==> src/rtl/mem_arbiter_if.sv <==
// mem_arbiter_if: the bundle that connects NUM_CH requestors and one
// synchronous RAM port to the memory arbiter.
//
// Requestor side (one lane per channel, packed channel i at [i*W +: W]):
//   req, we, addr, wdata  -> arbiter
//   gnt, rdata, rvalid    <- arbiter
// RAM side:
//   mem_en, mem_we, mem_addr, mem_wdata <- arbiter
//   mem_rdata                           -> arbiter
//
// Modports:
//   slave  - the arbiter's view
//   master - the environment's view (requestors plus the RAM)
interface mem_arbiter_if #(
  parameter int NUM_CH = 3,
  parameter int ADDR_W = 24,
  parameter int DATA_W = 16
);
  logic [NUM_CH-1:0]        req;
  logic [NUM_CH-1:0]        we;
  logic [NUM_CH*ADDR_W-1:0] addr;
  logic [NUM_CH*DATA_W-1:0] wdata;
  logic [NUM_CH-1:0]        gnt;
  logic [DATA_W-1:0]        rdata;
  logic [NUM_CH-1:0]        rvalid;
  logic                     mem_en;
  logic                     mem_we;
  logic [ADDR_W-1:0]        mem_addr;
  logic [DATA_W-1:0]        mem_wdata;
  logic [DATA_W-1:0]        mem_rdata;

  modport slave (
    input  req, we, addr, wdata, mem_rdata,
    output gnt, rdata, rvalid, mem_en, mem_we, mem_addr, mem_wdata
  );

  modport master (
    output req, we, addr, wdata, mem_rdata,
    input  gnt, rdata, rvalid, mem_en, mem_we, mem_addr, mem_wdata
  );
endinterface

==> src/rtl/mem_arbiter.sv <==
// mem_arbiter: N-channel arbiter in front of a single synchronous RAM port.
//
// The arbiter picks one requesting channel per cycle. It uses round-robin
// selection, and channel 0 can optionally take absolute priority. The
// winning command is registered onto the RAM port. Each read carries a tag
// through a pipeline, so the returned data goes back to the channel that
// issued the read.
//
// Ports:
//   clk      system clock, rising edge
//   reset_n  asynchronous active-low reset
//   bus      mem_arbiter_if.slave (requestor lanes + RAM port)
//
// Timing for a grant in cycle t:
//   gnt            cycle t        (combinational)
//   mem_en/cmd     cycle t+1
//   mem_rdata      cycle t+1+RD_LAT
//   rvalid/rdata   cycle t+2+RD_LAT
module mem_arbiter #(
  parameter int NUM_CH   = 3,
  parameter int ADDR_W   = 24,
  parameter int DATA_W   = 16,
  parameter int RD_LAT   = 1,
  parameter int PRIO_CH0 = 1
) (
  input  logic          clk,
  input  logic          reset_n,
  mem_arbiter_if.slave  bus
);
  localparam int IDX_W = $clog2(NUM_CH);

  logic [IDX_W-1:0]  last;
  logic [IDX_W-1:0]  cand;
  logic [IDX_W-1:0]  gnt_idx;
  logic              gnt_any;
  logic              gnt_rr;
  logic [NUM_CH-1:0] gnt_vec;
  logic              sel_we;
  logic [ADDR_W-1:0] sel_addr;
  logic [DATA_W-1:0] sel_wdata;

  logic              mem_en_q;
  logic              mem_we_q;
  logic [ADDR_W-1:0] mem_addr_q;
  logic [DATA_W-1:0] mem_wdata_q;
  logic [DATA_W-1:0] rdata_q;
  logic [NUM_CH-1:0] rvalid_q;

  // Read tags. Stage 0 is loaded together with the RAM command.
  // Stage RD_LAT lines up with the cycle in which mem_rdata is valid.
  logic              tag_v  [RD_LAT+1];
  logic [IDX_W-1:0]  tag_id [RD_LAT+1];

  // Grant selection. The search starts just after the last round-robin
  // winner. cand is always reduced modulo NUM_CH, so unused req bit
  // positions are never looked at. When channel 0 has priority, it never
  // takes part in the rotation.
  always_comb begin
    gnt_vec = '0;
    gnt_idx = '0;
    gnt_any = 1'b0;
    gnt_rr  = 1'b0;
    cand    = '0;
    if (PRIO_CH0 != 0 && bus.req[0]) begin
      gnt_any = 1'b1;
    end else begin
      for (int j = 1; j <= NUM_CH; j++) begin
        cand = IDX_W'((int'(last) + j) % NUM_CH);
        if (!gnt_any && bus.req[cand] && !(PRIO_CH0 != 0 && cand == '0)) begin
          gnt_any = 1'b1;
          gnt_rr  = 1'b1;
          gnt_idx = cand;
        end
      end
    end
    if (gnt_any) begin
      gnt_vec[gnt_idx] = 1'b1;
    end
  end

  // Mux the granted channel's command.
  always_comb begin
    sel_we    = 1'b0;
    sel_addr  = '0;
    sel_wdata = '0;
    for (int i = 0; i < NUM_CH; i++) begin
      if (gnt_vec[i]) begin
        sel_we    = bus.we[i];
        sel_addr  = bus.addr[i*ADDR_W +: ADDR_W];
        sel_wdata = bus.wdata[i*DATA_W +: DATA_W];
      end
    end
  end

  // Update the round-robin pointer and the registered command stage.
  // Address and write data hold their values on idle cycles.
  always_ff @(posedge clk or negedge reset_n) begin
    if (!reset_n) begin
      last        <= IDX_W'(NUM_CH - 1);
      mem_en_q    <= 1'b0;
      mem_we_q    <= 1'b0;
      mem_addr_q  <= '0;
      mem_wdata_q <= '0;
    end else begin
      if (gnt_rr) begin
        last <= gnt_idx;
      end
      mem_en_q <= gnt_any;
      mem_we_q <= gnt_any & sel_we;
      if (gnt_any) begin
        mem_addr_q  <= sel_addr;
        mem_wdata_q <= sel_wdata;
      end
    end
  end

  // Tag pipeline and read return. Reset clears every tag, so reads that
  // were in flight produce no rvalid after reset is released.
  always_ff @(posedge clk or negedge reset_n) begin
    if (!reset_n) begin
      for (int i = 0; i <= RD_LAT; i++) begin
        tag_v[i]  <= 1'b0;
        tag_id[i] <= '0;
      end
      rdata_q  <= '0;
      rvalid_q <= '0;
    end else begin
      tag_v[0]  <= gnt_any & ~sel_we;
      tag_id[0] <= gnt_idx;
      for (int i = 1; i <= RD_LAT; i++) begin
        tag_v[i]  <= tag_v[i-1];
        tag_id[i] <= tag_id[i-1];
      end
      if (tag_v[RD_LAT]) begin
        rdata_q  <= bus.mem_rdata;
        rvalid_q <= NUM_CH'(1) << tag_id[RD_LAT];
      end else begin
        rvalid_q <= '0;
      end
    end
  end

  assign bus.gnt       = gnt_vec;
  assign bus.mem_en    = mem_en_q;
  assign bus.mem_we    = mem_we_q;
  assign bus.mem_addr  = mem_addr_q;
  assign bus.mem_wdata = mem_wdata_q;
  assign bus.rdata     = rdata_q;
  assign bus.rvalid    = rvalid_q;
endmodule
==> src/flat_wrapper.sv <==
// flat-port wrapper written by rule: the top's interface ports become plain ports
module mem_arbiter_flat 
#(
  parameter int NUM_CH   = 3,
  parameter int ADDR_W   = 24,
  parameter int DATA_W   = 16,
  parameter int RD_LAT   = 1,
  parameter int PRIO_CH0 = 1
)
  (clk, reset_n, bus_req, bus_we, bus_addr, bus_wdata, bus_mem_rdata, bus_gnt, bus_rdata, bus_rvalid, bus_mem_en, bus_mem_we, bus_mem_addr, bus_mem_wdata);
  mem_arbiter_if #(.NUM_CH(NUM_CH), .ADDR_W(ADDR_W), .DATA_W(DATA_W)) bus_i ();
  input  logic clk;
  input  logic reset_n;
  input wire logic [$bits(bus_i.req)-1:0] bus_req;
  input wire logic [$bits(bus_i.we)-1:0] bus_we;
  input wire logic [$bits(bus_i.addr)-1:0] bus_addr;
  input wire logic [$bits(bus_i.wdata)-1:0] bus_wdata;
  input wire logic [$bits(bus_i.mem_rdata)-1:0] bus_mem_rdata;
  output wire logic [$bits(bus_i.gnt)-1:0] bus_gnt;
  output wire logic [$bits(bus_i.rdata)-1:0] bus_rdata;
  output wire logic [$bits(bus_i.rvalid)-1:0] bus_rvalid;
  output wire logic [$bits(bus_i.mem_en)-1:0] bus_mem_en;
  output wire logic [$bits(bus_i.mem_we)-1:0] bus_mem_we;
  output wire logic [$bits(bus_i.mem_addr)-1:0] bus_mem_addr;
  output wire logic [$bits(bus_i.mem_wdata)-1:0] bus_mem_wdata;
  assign bus_i.req = bus_req;
  assign bus_i.we = bus_we;
  assign bus_i.addr = bus_addr;
  assign bus_i.wdata = bus_wdata;
  assign bus_i.mem_rdata = bus_mem_rdata;
  assign bus_gnt = bus_i.gnt;
  assign bus_rdata = bus_i.rdata;
  assign bus_rvalid = bus_i.rvalid;
  assign bus_mem_en = bus_i.mem_en;
  assign bus_mem_we = bus_i.mem_we;
  assign bus_mem_addr = bus_i.mem_addr;
  assign bus_mem_wdata = bus_i.mem_wdata;
  mem_arbiter #(.NUM_CH(NUM_CH), .ADDR_W(ADDR_W), .DATA_W(DATA_W), .RD_LAT(RD_LAT), .PRIO_CH0(PRIO_CH0)) u_core (.clk(clk), .reset_n(reset_n), .bus(bus_i));
endmodule
==> config.mk <==
export PLATFORM = sky130hd
export DESIGN_NAME = mem_arbiter_flat
export DESIGN_NICKNAME = d
export VERILOG_FILES = /design/src/rtl/mem_arbiter_if.sv /design/src/rtl/mem_arbiter.sv /design/src/flat_wrapper.sv
export SDC_FILE = /design/constraint.sdc
export NUM_CORES = 1
export LEC_CHECK = 0
export BUFFER_PORTS_ARGS = -buffer_cell sky130_fd_sc_hd__buf_2
export CAP_MARGIN = 5
export CORE_MARGIN = 2
export CORE_UTILIZATION = 45
export CTS_CLUSTER_SIZE = 40
export DETAILED_ROUTE_END_ITERATION = 10
export PLACE_DENSITY = 0.8
export SLEW_MARGIN = 20
export SYNTH_ARGS = -nofsm -noshare
export SYNTH_HDL_FRONTEND = slang
export SYNTH_SLANG_ARGS = --single-unit
==> constraint.sdc <==
create_clock -name clk -period 4.4 [get_ports clk]
set_input_delay 0.22 -clock clk [delete_from_list [all_inputs] [get_ports clk]]
set_output_delay 0.22 -clock clk [all_outputs]
set_load 0.01 [all_outputs]
Word-level counts from Yosys, hierarchy flattened
Cells that the tools add are included.
- register bits: 69
- input bits: 144
- output and inout bits: 64
- logic and storage cells: 72
- $add $sub $neg: 3
- div/mod/pow operators: 3
- magnitude comparators: 5
- shifts and indexed selects: 1
- mux-type cells: 32
- bitwise gates (word level): 3
- reductions and logical operators: 14
- operators with widths (cell ; count):
    32-bit by 3-bit modulo with 32-bit output (second input constant) ; 3
    24-bit 2-to-1 mux ; 3
    16-bit 2-to-1 mux ; 3
    1-bit 2-to-1 mux ; 16
    2-bit by 3-bit < comparator with 1-bit output (second input constant) ; 4
    2-bit 2-to-1 mux ; 4
    2-bit by 2-bit adder with 3-bit output (second input constant) ; 2
    1-bit binary-select mux with 2-bit select ; 3
    1-bit logical AND ; 6
    2-bit zero test ; 3
    3-bit 2-to-1 mux ; 2
    1-bit zero test ; 5
    2-bit by 1-bit adder with 3-bit output (second input constant) ; 1
    1-bit by 2-bit left shift with 3-bit output (first input constant) ; 1
    1-bit bitwise AND ; 2
    1-bit demux with 2-bit select ; 1
    2-bit by 1-bit greater-or-equal comparator with 1-bit output (second input constant) ; 1
    1-bit inverter ; 1

Logic depth before layout (Yosys ltp)
Gate-level depths: netlist (run 1).
- depth after elaboration: 27
- mapped depth: 11

Worst setup path after synthesis (run 1)
Ideal clock, no wire load.
- kind: register -> register
- start point: register u_core.last[1]
- end point: register u_core.mem_addr_q[0] (netlist: u_core.bus.mem_addr[0])
- library setup time: 0.096 ns
- arrival time: 2.412 ns
- data required time: 4.304 ns
- slack: 1.892 ns
- stages on the path, launching flop included: 12
- cell sequence: dfstp_2 inv_1 ha_1 buf_4 nand4bb_1 o311ai_1 or4b_1 buf_2 and3_1 buf_6 buf_6 a311oi_2
- word-level cells in the longest chain between the ends: 25
- ends and longest elaborated chain (what ; line ; RTL):
    start, declared ; mem_arbiter.sv:32 ; logic [IDX_W-1:0] last;
    start signal, assigned ; mem_arbiter.sv:99 ; last <= IDX_W'(NUM_CH - 1);
    start signal, assigned ; mem_arbiter.sv:106 ; last <= gnt_idx;
    2-bit by 1-bit adder with 3-bit output ; mem_arbiter.sv:68 ; cand = IDX_W'((int'(last) + j) % NUM_CH);
    32-bit by 3-bit modulo with 32-bit output ; mem_arbiter.sv:68 ;
    1-bit binary-select mux with 2-bit select or 2-bit zero test (tied branches) ; mem_arbiter.sv:69 ; if (!gnt_any && bus.req[cand] && !(PRIO_CH0 != 0 && cand == '0)) begin
    1-bit 2-to-1 mux (implied by the code) or 1-bit zero test (tied branches) ; mem_arbiter.sv:69 ;
    1-bit logical AND ; mem_arbiter.sv:69 ;
    1-bit 2-to-1 mux ; mem_arbiter.sv:69 ;
    1-bit 2-to-1 mux ; mem_arbiter.sv:64 ; if (PRIO_CH0 != 0 && bus.req[0]) begin
    1-bit zero test ; mem_arbiter.sv:69 ;
    [7 not listed] ; - ;
    2-bit 2-to-1 mux ; mem_arbiter.sv:69 ;
    2-bit 2-to-1 mux ; mem_arbiter.sv:64 ;
    2-bit by 3-bit < comparator with 1-bit output (implied by the code) or 2-bit by 1-bit greater-or-equal comparator with 1-bit output (tied branches) ; mem_arbiter.sv:77 ; gnt_vec[gnt_idx] = 1'b1;
    1-bit logical AND (implied by the code) ; mem_arbiter.sv:77 ;
    1-bit 2-to-1 mux (implied by the code) ; mem_arbiter.sv:77 ;
    1-bit demux with 2-bit select ; - ;
    3-bit 2-to-1 mux ; mem_arbiter.sv:76 ; if (gnt_any) begin
    24-bit 2-to-1 mux (3 in series) ; mem_arbiter.sv:87 ; if (gnt_vec[i]) begin
    end signal, assigned ; mem_arbiter.sv:111 ; mem_addr_q <= sel_addr;
    end, declared ; mem_arbiter.sv:44 ; logic [ADDR_W-1:0] mem_addr_q;
Several ways; a longest one is shown, not always the timed one. The select of a mux whose other input is x is not followed.
A chain may end at the register's enable or synchronous reset.

Final worst setup path (run 1)
- start point: register u_core.last[0]
- end point: output port bus_gnt[2]
- word-level cells in the longest chain between the ends: 22
- ends and longest elaborated chain (what ; line ; RTL):
    2-bit by 1-bit adder with 3-bit output ; mem_arbiter.sv:68 ;
    32-bit by 3-bit modulo with 32-bit output ; mem_arbiter.sv:68 ;
    1-bit binary-select mux with 2-bit select or 2-bit zero test (tied branches) ; mem_arbiter.sv:69 ;
    1-bit 2-to-1 mux (implied by the code) or 1-bit zero test (tied branches) ; mem_arbiter.sv:69 ;
    1-bit logical AND ; mem_arbiter.sv:69 ;
    1-bit 2-to-1 mux ; mem_arbiter.sv:69 ;
    1-bit 2-to-1 mux ; mem_arbiter.sv:64 ;
    1-bit zero test ; mem_arbiter.sv:69 ;
    [5 not listed] ; - ;
    1-bit logical AND (2 in series) ; mem_arbiter.sv:69 ;
    2-bit 2-to-1 mux ; mem_arbiter.sv:69 ;
    2-bit 2-to-1 mux ; mem_arbiter.sv:64 ;
    2-bit by 3-bit < comparator with 1-bit output (implied by the code) or 2-bit by 1-bit greater-or-equal comparator with 1-bit output (tied branches) ; mem_arbiter.sv:77 ;
    1-bit logical AND (implied by the code) ; mem_arbiter.sv:77 ;
    1-bit 2-to-1 mux (implied by the code) ; mem_arbiter.sv:77 ;
    1-bit demux with 2-bit select ; - ;
    3-bit 2-to-1 mux (*) ; mem_arbiter.sv:76 ;
    end, declared ; flat_wrapper.sv:19 ; output wire logic [$bits(bus_i.gnt)-1:0] bus_gnt;
Mark *: on every way between the ends. The rest lies on a longest branch, timed or not. The select of a mux whose other input is x is not followed.

==> results of run 1 <==
logic make-up (layout without fill, tap and decap cells):
group / Yosys count / in the layout / share of synthesized area [%]
multiplexers: 19 / 19 / 5.45
buffers and inverters: 48 / 236 / 5.90
flip-flops: 69 / 69 / 44.8
AND/OR/NAND/NOR: 102 / 102 / 12.9
adder cells (fa/ha/maj): 4 / 4 / 1.30
AO/OA/AOI/OAI: 141 / 141 / 29.6
state kept, by name (all words and copies together), names as in the netlist:
register              cells
u_core.tag_v              2
u_core.tag_id             4
u_core.bus.mem_wdata     16
u_core.bus.rvalid         3
u_core.bus.rdata         16
u_core.last               2
u_core.bus.mem_en         1
u_core.bus.mem_addr      24
u_core.bus.mem_we         1
report_power, final:
group | switching [uW] | total [uW] | internal [uW] | leakage, uW
logic | 1400 | 2430 | 1030 | 0.00143
registers | 193 | 1170 | 974 | 0.000807
clock network | 259 | 469 | 210 | 0.0000789
total | 1860 | 4060 | 2210 | 0.00232
cell usage in the layout (no fill, tap or decap), types with 4 or more instances in the layout:
master / n
a21oi_1: 43
a311oi_2: 40
buf_2: 207
buf_4: 5
clkbuf_8: 9
clkinvlp_4: 4
dfrtp_1: 68
ha_1: 4
inv_1: 7
mux2_2: 16
nand3_1: 41
nand3b_1: 5
nor2_1: 43
o21ai_0: 44
worst max-delay path, cell delays in order (launching register included):
cell and delay (ns):
dfrtp_1 0.40, inv_1 0.10, ha_1 0.42, inv_1 0.20
o21ai_0 0.19, or4b_1 0.53, buf_4 0.30, and2_1 0.27
inv_1 0.06, buf_2 0.12
how the worst max path moves through the flow:
| stage | to | slack, ns | depth (start not counted) |
|---|---|---|---|
| after global placement | u_core.bus.mem_addr[19] | 1.57 | 7 |
| after global routing | bus_gnt[2] | 1.07 | 9 |
| after detailed placement | u_core.bus.mem_addr[22] | 1.46 | 7 |
| final | bus_gnt[2] | 1.24 | 9 |
| after CTS | bus_gnt[2] | 1.26 | 9 |
| after floorplan | u_core.bus.mem_addr[0] | 1.89 | 11 |
routing by layer:
layer  GRT usage, %  wire (um)
met1           31.2       4570
met2           43.2       5970
met3           3.03        999
met4           7.39         80
met5              0          0
per-stage QoR:
| step | worst slack [ns] | cells |
|---|---|---|
| 2_1_floorplan | 1.89 | 383 |
| 3_3_place_gp | 1.57 | 659 |
| 3_5_place_dp | 1.46 | 659 |
| 4_1_cts | 1.26 | 675 |
| 5_1_grt | 1.07 | 676 |
| 6_report | 1.24 | 676 |
area by class of cell:
| cell class | count | area share [%] |
|---|---|---|
| well taps | 105 | 2.57 |
| clock buffers | 9 | 2.42 |
| inverters | 7 | 0.514 |
| multi-input cells | 266 | 38.0 |
| repair buffers | 213 | 21.5 |
| clock inverters | 7 | 1.10 |
| flip-flops and latches | 69 | 33.8 |
==> run summary, run 1 <==
Slew Viols, Final -> 0
Number of flops mapped to enable cells by yosys -> 0
TritonCTS buffer count -> 9
Max Cap Violations -> 0
Sink Count -> 69
Register area share after synthesis -> 44.8%
Largest net degree at the start of global routing -> 70
Status -> completed
Storage element area -> 0.00173 mm^2
Achievable frequency -> 317 MHz
Worst Path Required -> 4.18 ns
PortBufs -> 207
Synth async-reset ratio -> 100%
Hpwl dp -> 8100 um
Worst Path Arrival -> 2.94 ns
Die Y -> 96.6 um
Clk Tree Root Cell -> clkbuf_8
Final Hold Viols -> 0
First-pass GRT wire length -> 17,500 um
Synth Register Bits -> 69
Unrepaired setup endpoints after global routing -> false
Setup crit start kind -> flop
DRT Pass-1 Iters -> 4
GR Util All Layers -> 24.4%
CTS max path bufs -> 2
DRC viols -> 0
Placed Area -> 0.00490 mm^2
Hold Path Class -> in -> async
Final GP Congestion -> 0.781
Die width -> 96.6 um
Cell Pwr Density -> 795 mW/mm^2
Crit path time final -> 3.16 ns
Synth Area per Inst -> 10.1 um^2
Mapped Cells -> 383
Post-CTS Repair Setup Buffers -> 0
Critical Setup Path Class -> reg -> out
Final nets -> 714
Initial antenna violation count -> 0
ANT nets after route -> 0
Rel. slew slack -> 34.5%
CP Capture Type -> output port
Final wirelength -> 11,600 um
Via count -> 3,817
Post-synth top cells -> dfrtp_1, nor2_1, o21ai_0
Synth top area share -> 44.1%
CP startpoint -> u_core.last[0]
FILL cells -> 716
Total leakage power -> 0.00232 uW
TritonCTS clock tree -> yes
Grt ovf -> 0
Vias per Instance -> 5.65
Reg2Reg Setup Slack -> 1.44 ns
Layout area overhead -> 32.5%
Core region area -> 0.00826 mm^2
Setup_tns -> 0 ns
Ys Warns -> 0
# diodes -> 0
Full die area -> 0.00933 mm^2
Finished Core Util -> 61.9%
Synth cell types -> 36
Vias in the first global route -> 3,660
Skew final -> 0.0109 ns
Worst-path clk slew -> 0.08 ns
Min Hold Slack -> 0.0788 ns
RR Endpoint -> u_core.bus.mem_addr[6]
Mapped Area -> 0.00386 mm^2
Clk_lat worst skew -> 0.33 ns
Ranking of synthesized cells by area -> dfrtp_1, a311oi_2, o21ai_0
Reg2Reg Launch Point -> u_core.last[1]
Synth area leader -> dfrtp_1
CTS H-tree lvls -> 3
Initial Util -> 46.7%
Crit share post-route -> 71.8%
WL per Instance -> 17.2 um
Post-CTS Resized -> 0
Post-synth top flop -> dfrtp_1
Multi-input gate area -> 0.00194 mm^2
R2R cell count -> 7
I/O Pins -> 208
Worst slew pin tran -> 0.980 ns
1st-iter DRT viols -> 260
Std-Cell Rows -> 33
Most frequent cell after synthesis -> dfrtp_1
Syn_nets -> 531
Finished Cell Area -> 0.00511 mm^2
Crit Path Max Fanout -> 42
Endpoints failing setup -> 0
Ratio of cells with drive above 1 in the final layout -> 51.1%
Peak VDD IR -> 0.384 mV
Total power -> 4060 uW
Hold buffers post-CTS -> 0
No activity file was read; power rests on OpenSTA's default activity.
==> run 2, diff against run 1 <==
Settings changed: CORE_UTILIZATION 45 to 41, PLACE_DENSITY 0.8 to 0.77.
Clock period 4.4 ns to 2.5 ns, I/O delays scaled along.
==> run 2 against run 1 <==
Against the previous run:
- the run now ends with setup timing left
- via count rose by 7.5%
- total power rose by 98%
- register-to-register slack got worse by 1.4 ns
- cell count rose by 7.1%
- setup slack got worse by 1.4 ns
- cell area rose by 10%
- critical path depth did not move
- critical endpoint unchanged
- clock skew barely moved
- core utilization fell by 0.49 points
- wire length rose by 12%
==> run summary, run 2 (synthesis gave the netlist of run 1 again) <==
Cell Pwr Density -> 1420 mW/mm^2 (+79%)
Top sig layer -> met4
Worst slew pin tran -> 0.708 ns (-0.273 ns)
GR Util All Layers -> 24.9% (+0.54 points)
Grt ovf -> 0 (unchanged)
First-pass GRT wire length -> 19,800 um (+13%)
Layout area overhead -> 46.4%
Max Cap Violations -> 0 (unchanged)
Total leakage power -> 0.00256 uW (+10%)
Final Hold Viols -> 0 (unchanged)
Final GP Congestion -> 0.882 (+13%)
CTS max path bufs -> 2 (unchanged)
WL per Instance -> 17.9 um (+4.3%)
Worst Path Required -> 2.38 ns (-1.80 ns)
Unrepaired setup endpoints after global routing -> true
Vias per Instance -> 5.67 (+0.37%)
Final wirelength -> 13,000 um (+12%)
Finished Cell Area -> 0.00565 mm^2 (+10%)
Endpoints failing setup -> 2 (+2)
Crit share post-route -> 105%
Failing checks -> setup timing
CP startpoint -> u_core.last[1]
Clk Tree Root Cell -> clkbuf_8
CTS H-tree lvls -> 3 (unchanged)
Crit path time final -> 2.62 ns
R2R cell count -> 8 (+1)
Fin cells -> 724 (+7.1%)
M1 WL -> 5170 um (+13%)
Critical Setup Path Class -> reg -> out
Worst-path clk slew -> 0.08 ns (about the same)
TritonCTS buffer count -> 9 (unchanged)
Placed Area -> 0.00514 mm^2 (+5.0%)
Crit Path Max Fanout -> 4 (-90%)
DRT Pass-1 Iters -> 5 (+1)
PortBufs -> 207 (unchanged)
Slew Viols, Final -> 0 (unchanged)
Std-Cell Rows -> 35 (+6.1%)
Skew final -> 0.0106 ns (-0.000256 ns)
I/O Pins -> 208 (unchanged)
RR Endpoint -> u_core.bus.mem_addr[20]
Setup_tns -> -0.127 ns (-0.127 ns)
Initial antenna violation count -> 0 (unchanged)
# diodes -> 0 (unchanged)
Clk_lat worst skew -> 0.35 ns (+0.02 ns)
Setup ws final -> -0.123 ns (-1.36 ns)
TritonCTS clock tree -> yes
Full die area -> 0.0102 mm^2 (+9.3%)
Die Y -> 101 um (+4.6%)
Placed insts -> 688 (+4.4%)
Finished Core Util -> 61.4% (-0.49 points)
Routed length on met3 -> 890 um (-11%)
Setup crit start kind -> flop
DRC viols -> 0 (unchanged)
Largest net degree at the start of global routing -> 44 (-37%)
Reg2Reg Setup Slack -> 0 ns (-1.44 ns)
Sink Count -> 69 (unchanged)
Peak VDD IR -> 0.832 mV (+120%)
Hold Path Class -> in -> reg
1st-iter DRT viols -> 182 (-30%)
Reg2Reg Launch Point -> u_core.last[1]
CP endpoint -> bus_gnt[2]
FILL cells -> 749 (+4.6%)
Die width -> 101 um (+4.6%)
Achievable frequency -> 381 MHz
Vias in the first global route -> 4,119 (+13%)
CP Capture Type -> output port
Status -> complete, but fails checks
Worst Path Arrival -> 2.50 ns (-0.44 ns)
Final nets -> 756 (+5.9%)
Ratio of cells with drive above 1 in the final layout -> 54.8% (+3.7 points)
Largest register FFs -> 24 (unchanged)
Rel. slew slack -> 52.8% (+18 points)
ANT nets after route -> 0 (unchanged)
Most frequent cells in the layout -> buf_2, dfrtp_1, nor2_1, o21ai_0, a21oi_1
Via count -> 4,103 (+7.5%)
Initial Util -> 41.9% (-4.8 points)
Met2 routed WL -> 6590 um (+10%)
Commonest non-fill, non-tap cell in the layout -> buf_2
Core region area -> 0.00920 mm^2 (+11%)
Hpwl dp -> 9200 um (+14%)
==> run 2: critical path: stages, from the launching register on <==
cell     delay (ns)
dfstp_2        0.56
buf_6          0.11
ha_4           0.18
mux2i_4        0.09
o21a_1         0.22
or4b_4         0.58
buf_12         0.15
and2_4         0.15
inv_2          0.04
buf_6          0.09
==> run 2: repair_timing <==
| item | CTS | global route |
|---|---|---|
| pin swaps | 2 | 4 |
| endpoints found under the hold margin | 37 | 2 |
| cloned | 0 | 0 |
| setup endpoints to repair | 45 | 46 |
| hold buffers | 12 | 2 |
| gates resized for setup | 14 | 15 |
| buffers inserted | 5 | 2 |
==> run 2: worst min path at each step <==
stage,from,to,slack [ns],depth (start not counted)
2_1_floorplan,reset_n,u_core.bus.mem_addr[0],-0.17,0
3_3_place_gp,reset_n,u_core.bus.mem_addr[12],0.18,1
3_5_place_dp,reset_n,u_core.bus.mem_addr[12],0.19,1
4_1_cts,bus_mem_rdata[14],u_core.bus.rdata[14],0.0009,2
5_1_grt,bus_mem_rdata[3],u_core.bus.rdata[3],0.002,2
6_report,bus_mem_rdata[3],u_core.bus.rdata[3],0.01,2
==> run 2: routing by layer <==
metal,track usage (%),vias up
li1,-,1879
met1,29.2,1978
met2,44.4,219
met3,5.48,27
met4,9.56,0
met5,0,-
==> run 2: power by group <==
| part | total (uW) | internal [uW] | switching [uW] |
|---|---|---|---|
| logic | 5030 | 2330 | 2700 |
| registers | 2050 | 1710 | 334 |
| clock network | 956 | 475 | 482 |
==> run 2: area by class of cell <==
type	instances	area, um^2	share of cell area [%]
Multi-Input combinational cell	266	2030	36.0
Clock inverter	7	80.1	1.42
Timing Repair Buffer	255	1520	26.8
Sequential cell	69	1730	30.6
Tap cell	111	139	2.46
Inverter	7	26.3	0.465
Clock buffer	9	124	2.19
==> run 2: metrics by stage <==
step | power [uW] | setup WS (ns) | hold slack (ns)
2_1_floorplan | 5130 | 0.00781 | -0.171
3_3_place_gp | 6600 | -0.0506 | 0.180
3_5_place_dp | 6770 | -0.152 | 0.193
4_1_cts | 7880 | -0.118 | 0.000946
5_1_grt | 8580 | -0.212 | 0.00219
6_report | 8040 | -0.123 | 0.0149
==> run 3, diff against run 2 <==
Settings changed: ABC_AREA set to 1, CORE_UTILIZATION 41 to 39, PLACE_DENSITY 0.77 to 0.76, SETUP_SLACK_MARGIN set to 0.05.
==> run 3 against run 2 <==
Against the previous run:
- the run now ends clean
- worst hold slack better by 0.0056 ns
- critical path depth up 2
- sequential cell count unchanged
- area after synthesis down 11%
- global-route usage down 0.61 points
- wire length down 4.9%
- largest cell class is now flip-flops and latches
==> run summary, run 3 <==
Status -> completed
Initial antenna violation count -> 0 (unchanged)
Syn_nets -> 561 (+5.6%)
Post-synth top flop -> dfrtp_1
Mapped Cells -> 413 (+7.8%)
CTS max path bufs -> 2 (unchanged)
Die Y -> 97.7 um (-3.3%)
Cell Pwr Density -> 1400 mW/mm^2 (-1.8%)
Reg2Reg Launch Point -> u_core.last[1]
Synth cell types -> 25 (-31%)
Initial Util -> 39.8% (-2.1 points)
Synth top area share -> 49.7% (+5.6 points)
I/O Pins -> 208 (unchanged)
Power share of the combinational group -> 59.3% (-3.3 points)
TritonCTS clock tree -> yes
R2R cell count -> 11 (+3)
Crit share post-route -> 96.2% (-8.8 points)
Net switching power -> 3300 uW (-6.1%)
Worst hold endpoint -> u_core.bus.mem_addr[5]
Sw Ratio -> 45.5% (+1.7 points)
Cells on Worst Hold Path -> 3 (+1)
Endpoints failing setup -> 0 (-2)
WL per Instance -> 16.1 um (-10%)
Largest net degree at the start of global routing -> 70 (+59%)
Synth async-reset ratio -> 100% (unchanged)
FILL cells -> 755 (+0.80%)
Post-synth top cells -> nand2_1, nand3_1, dfrtp_1
Vias in the first global route -> 3,967 (-3.7%)
Most frequent cells in the layout -> buf_2, nand2_1, nand3_1
Via count -> 3,994 (-2.7%)
Reg power frac -> 27.1% (+1.6 points)
Register area share after synthesis -> 50.5% (+5.7 points)
Full die area -> 0.00954 mm^2 (-6.5%)
DRC viols -> 0 (unchanged)
Finished Core Util -> 60.5% (-0.93 points)
Layout area overhead -> 51.8%
Number of flops mapped to enable cells by yosys -> 0 (unchanged)
Hpwl dp -> 7810 um (-15%)
PortBufs -> 207 (unchanged)
Ys Warns -> 0 (unchanged)
First-pass GRT wire length -> 18,600 um (-6.1%)
Unrepaired setup endpoints after global routing -> true
Total leakage power -> 0.00273 uW (+6.5%)
Most frequent cell after synthesis -> nand2_1
Std-Cell Rows -> 34 (-2.9%)
CTS H-tree lvls -> 3 (unchanged)
Reg2Reg Setup Slack -> 0.1 ns (+0.10 ns)
Peak VDD IR -> 0.809 mV (-2.8%)
Final Hold Viols -> 0 (unchanged)
Setup crit start kind -> flop
Total power -> 7260 uW (-9.7%)
Pint -> 3960 uW (-12%)
Crit path time final -> 2.40 ns (-0.219 ns)
Final nets -> 801 (+6.0%)
Die width -> 97.7 um (-3.3%)
Max Cap Violations -> 0 (unchanged)
Skew final -> 0.0102 ns (-0.000418 ns)
Ranking of synthesized cells by area -> dfrtp_1, nand2_1, nand3_1
Worst Path Required -> 2.76 ns (+0.38 ns)
CP Capture Type -> flop
Slew Viols, Final -> 0 (unchanged)
GR Util All Layers -> 24.3% (-0.61 points)
Clk Tree Root Cell -> clkbuf_8
RR Endpoint -> u_core.bus.mem_addr[10]
Synth Area per Inst -> 8.29 um^2 (-18%)
Worst-path clk slew -> 0.07 ns (about the same)
Final GP Congestion -> 0.839 (-4.8%)
Worst Path Arrival -> 2.66 ns (+0.16 ns)
Vias per Instance -> 5.22 (-7.9%)
Core region area -> 0.00859 mm^2 (-6.6%)
DRT Pass-1 Iters -> 5 (unchanged)
Clk_lat worst skew -> 0.33 ns (-0.02 ns)
Achievable frequency -> 416 MHz (+9.1%)
Mapped Area -> 0.00342 mm^2 (-11%)
Critical Setup Path Class -> reg -> reg
Largest register FFs -> 24 (unchanged)
Hold Path Class -> in -> reg
Rel. slew slack -> 43.0% (-9.8 points)
Ratio of cells with drive above 1 in the final layout -> 42.8% (-12 points)
Crit Path Max Fanout -> 21 (+17)
TritonCTS buffer count -> 9 (unchanged)
1st-iter DRT viols -> 268 (+47%)
ANT nets after route -> 0 (unchanged)
Clock share of power -> 13.6% (+1.7 points)
Commonest non-fill, non-tap cell in the layout -> buf_2
# diodes -> 0 (unchanged)
Worst slew pin tran -> 0.855 ns (+0.147 ns)
Sink Count -> 69 (unchanged)
Final wirelength -> 12,300 um (-4.9%)
Synth area leader -> dfrtp_1
Synth Register Bits -> 69 (unchanged)
Grt ovf -> 0 (unchanged)
Hold Startpoint -> bus_addr[5]
run 3: changes by cell type in the layout (fill, tap and decap cells not counted), moves of 5 or more:
cell	delta
buf_6	-5
o21ai_0	-43
nor2_4	+7
nand3_2	+8
nand4_1	+41
nor2_1	-39
nand3_1	+41
mux2_2	-16
nand3b_1	-5
a311oi_2	-40
nand2_1	+143
dlygate4sd3_1	+5
a21oi_1	-42
run 3: final cells by class:
type | instances | area, um^2 | area share [%]
clock buffers | 11 | 141 | 2.72
well taps | 108 | 135 | 2.60
clock inverters | 4 | 72.6 | 1.40
repair buffers | 254 | 1450 | 27.9
flip-flops and latches | 69 | 1730 | 33.3
multi-input cells | 306 | 1610 | 31.1
inverters | 13 | 53.8 | 1.04
run 3: what timing repair did:
action,in CTS,in global routing
hold buffers,19,0
pin swaps,3,9
cloned,4,0
resized for setup,6,21
setup buffers,2,16
endpoints found under the setup margin,48,42
hold endpoints to repair,86,0
run 3: cell families after synthesis:
kind of cell,share of synthesized area (%)
buffers and inverters,6.65
AOI/OAI and AO/OA,0.439
DFF,50.5
adders and majority gates,1.46
and+or+nand+nor,41.0
run 3: how the worst max path moves through the flow:
stage | startpoint | end | depth (start not counted)
floorplan | u_core.last[1] | u_core.bus.mem_addr[0] | 13
global placement | u_core.last[1] | bus_gnt[1] | 10
detailed placement | u_core.last[0] | u_core.last[0] | 11
CTS | u_core.last[0] | bus_gnt[1] | 11
global route | u_core.last[1] | u_core.bus.mem_addr[1] | 11
finish | u_core.last[1] | u_core.bus.mem_addr[10] | 11
run 3: stage by stage:
stage | std cells | worst slack [ns] | hold WS (ns) | cell area, um^2 | setup TNS [ns]
after floorplan | 413 | 0.617 | -0.171 | 3420 | 0
final | 765 | 0.0959 | 0.0205 | 5200 | 0
after CTS | 749 | -0.160 | 0.000253 | 4980 | -2.43
after global placement | 709 | -0.0848 | 0.280 | 4500 | -0.263
after global routing | 765 | -0.0448 | 0.00298 | 5200 | -0.265
after detailed placement | 709 | -0.187 | 0.297 | 4500 | -3.02
run 3: power by group through the flow:
stage	clock, uW	combinational (uW)	sequential [uW]
4_1_cts	1010	3720	1950
6_report	985	4310	1970
3_3_place_gp	0	3450	1950
2_1_floorplan	0	2070	2160
3_5_place_dp	0	3550	1950
5_1_grt	1070	4660	2010
run 3: critical path, cell delays in order (launching register included):
cell and delay, ns:
dfstp_2 0.58, inv_2 0.07, ha_4 0.19, buf_4 0.13, nand2_1 0.11, nand3_4 0.12
nand3_4 0.15, nor2_4 0.06, buf_4 0.16, nor2_4 0.51, nand3_2 0.13, nand4_1 0.12
run 3: metal layers:
metal	GRT usage, %	part of all wire, %	vias up
li1	-	-	1870
met1	29.6	40	1849
met2	42.1	50	252
met3	4.46	8.0	23
met4	10.5	2.2	0
met5	0	0	-
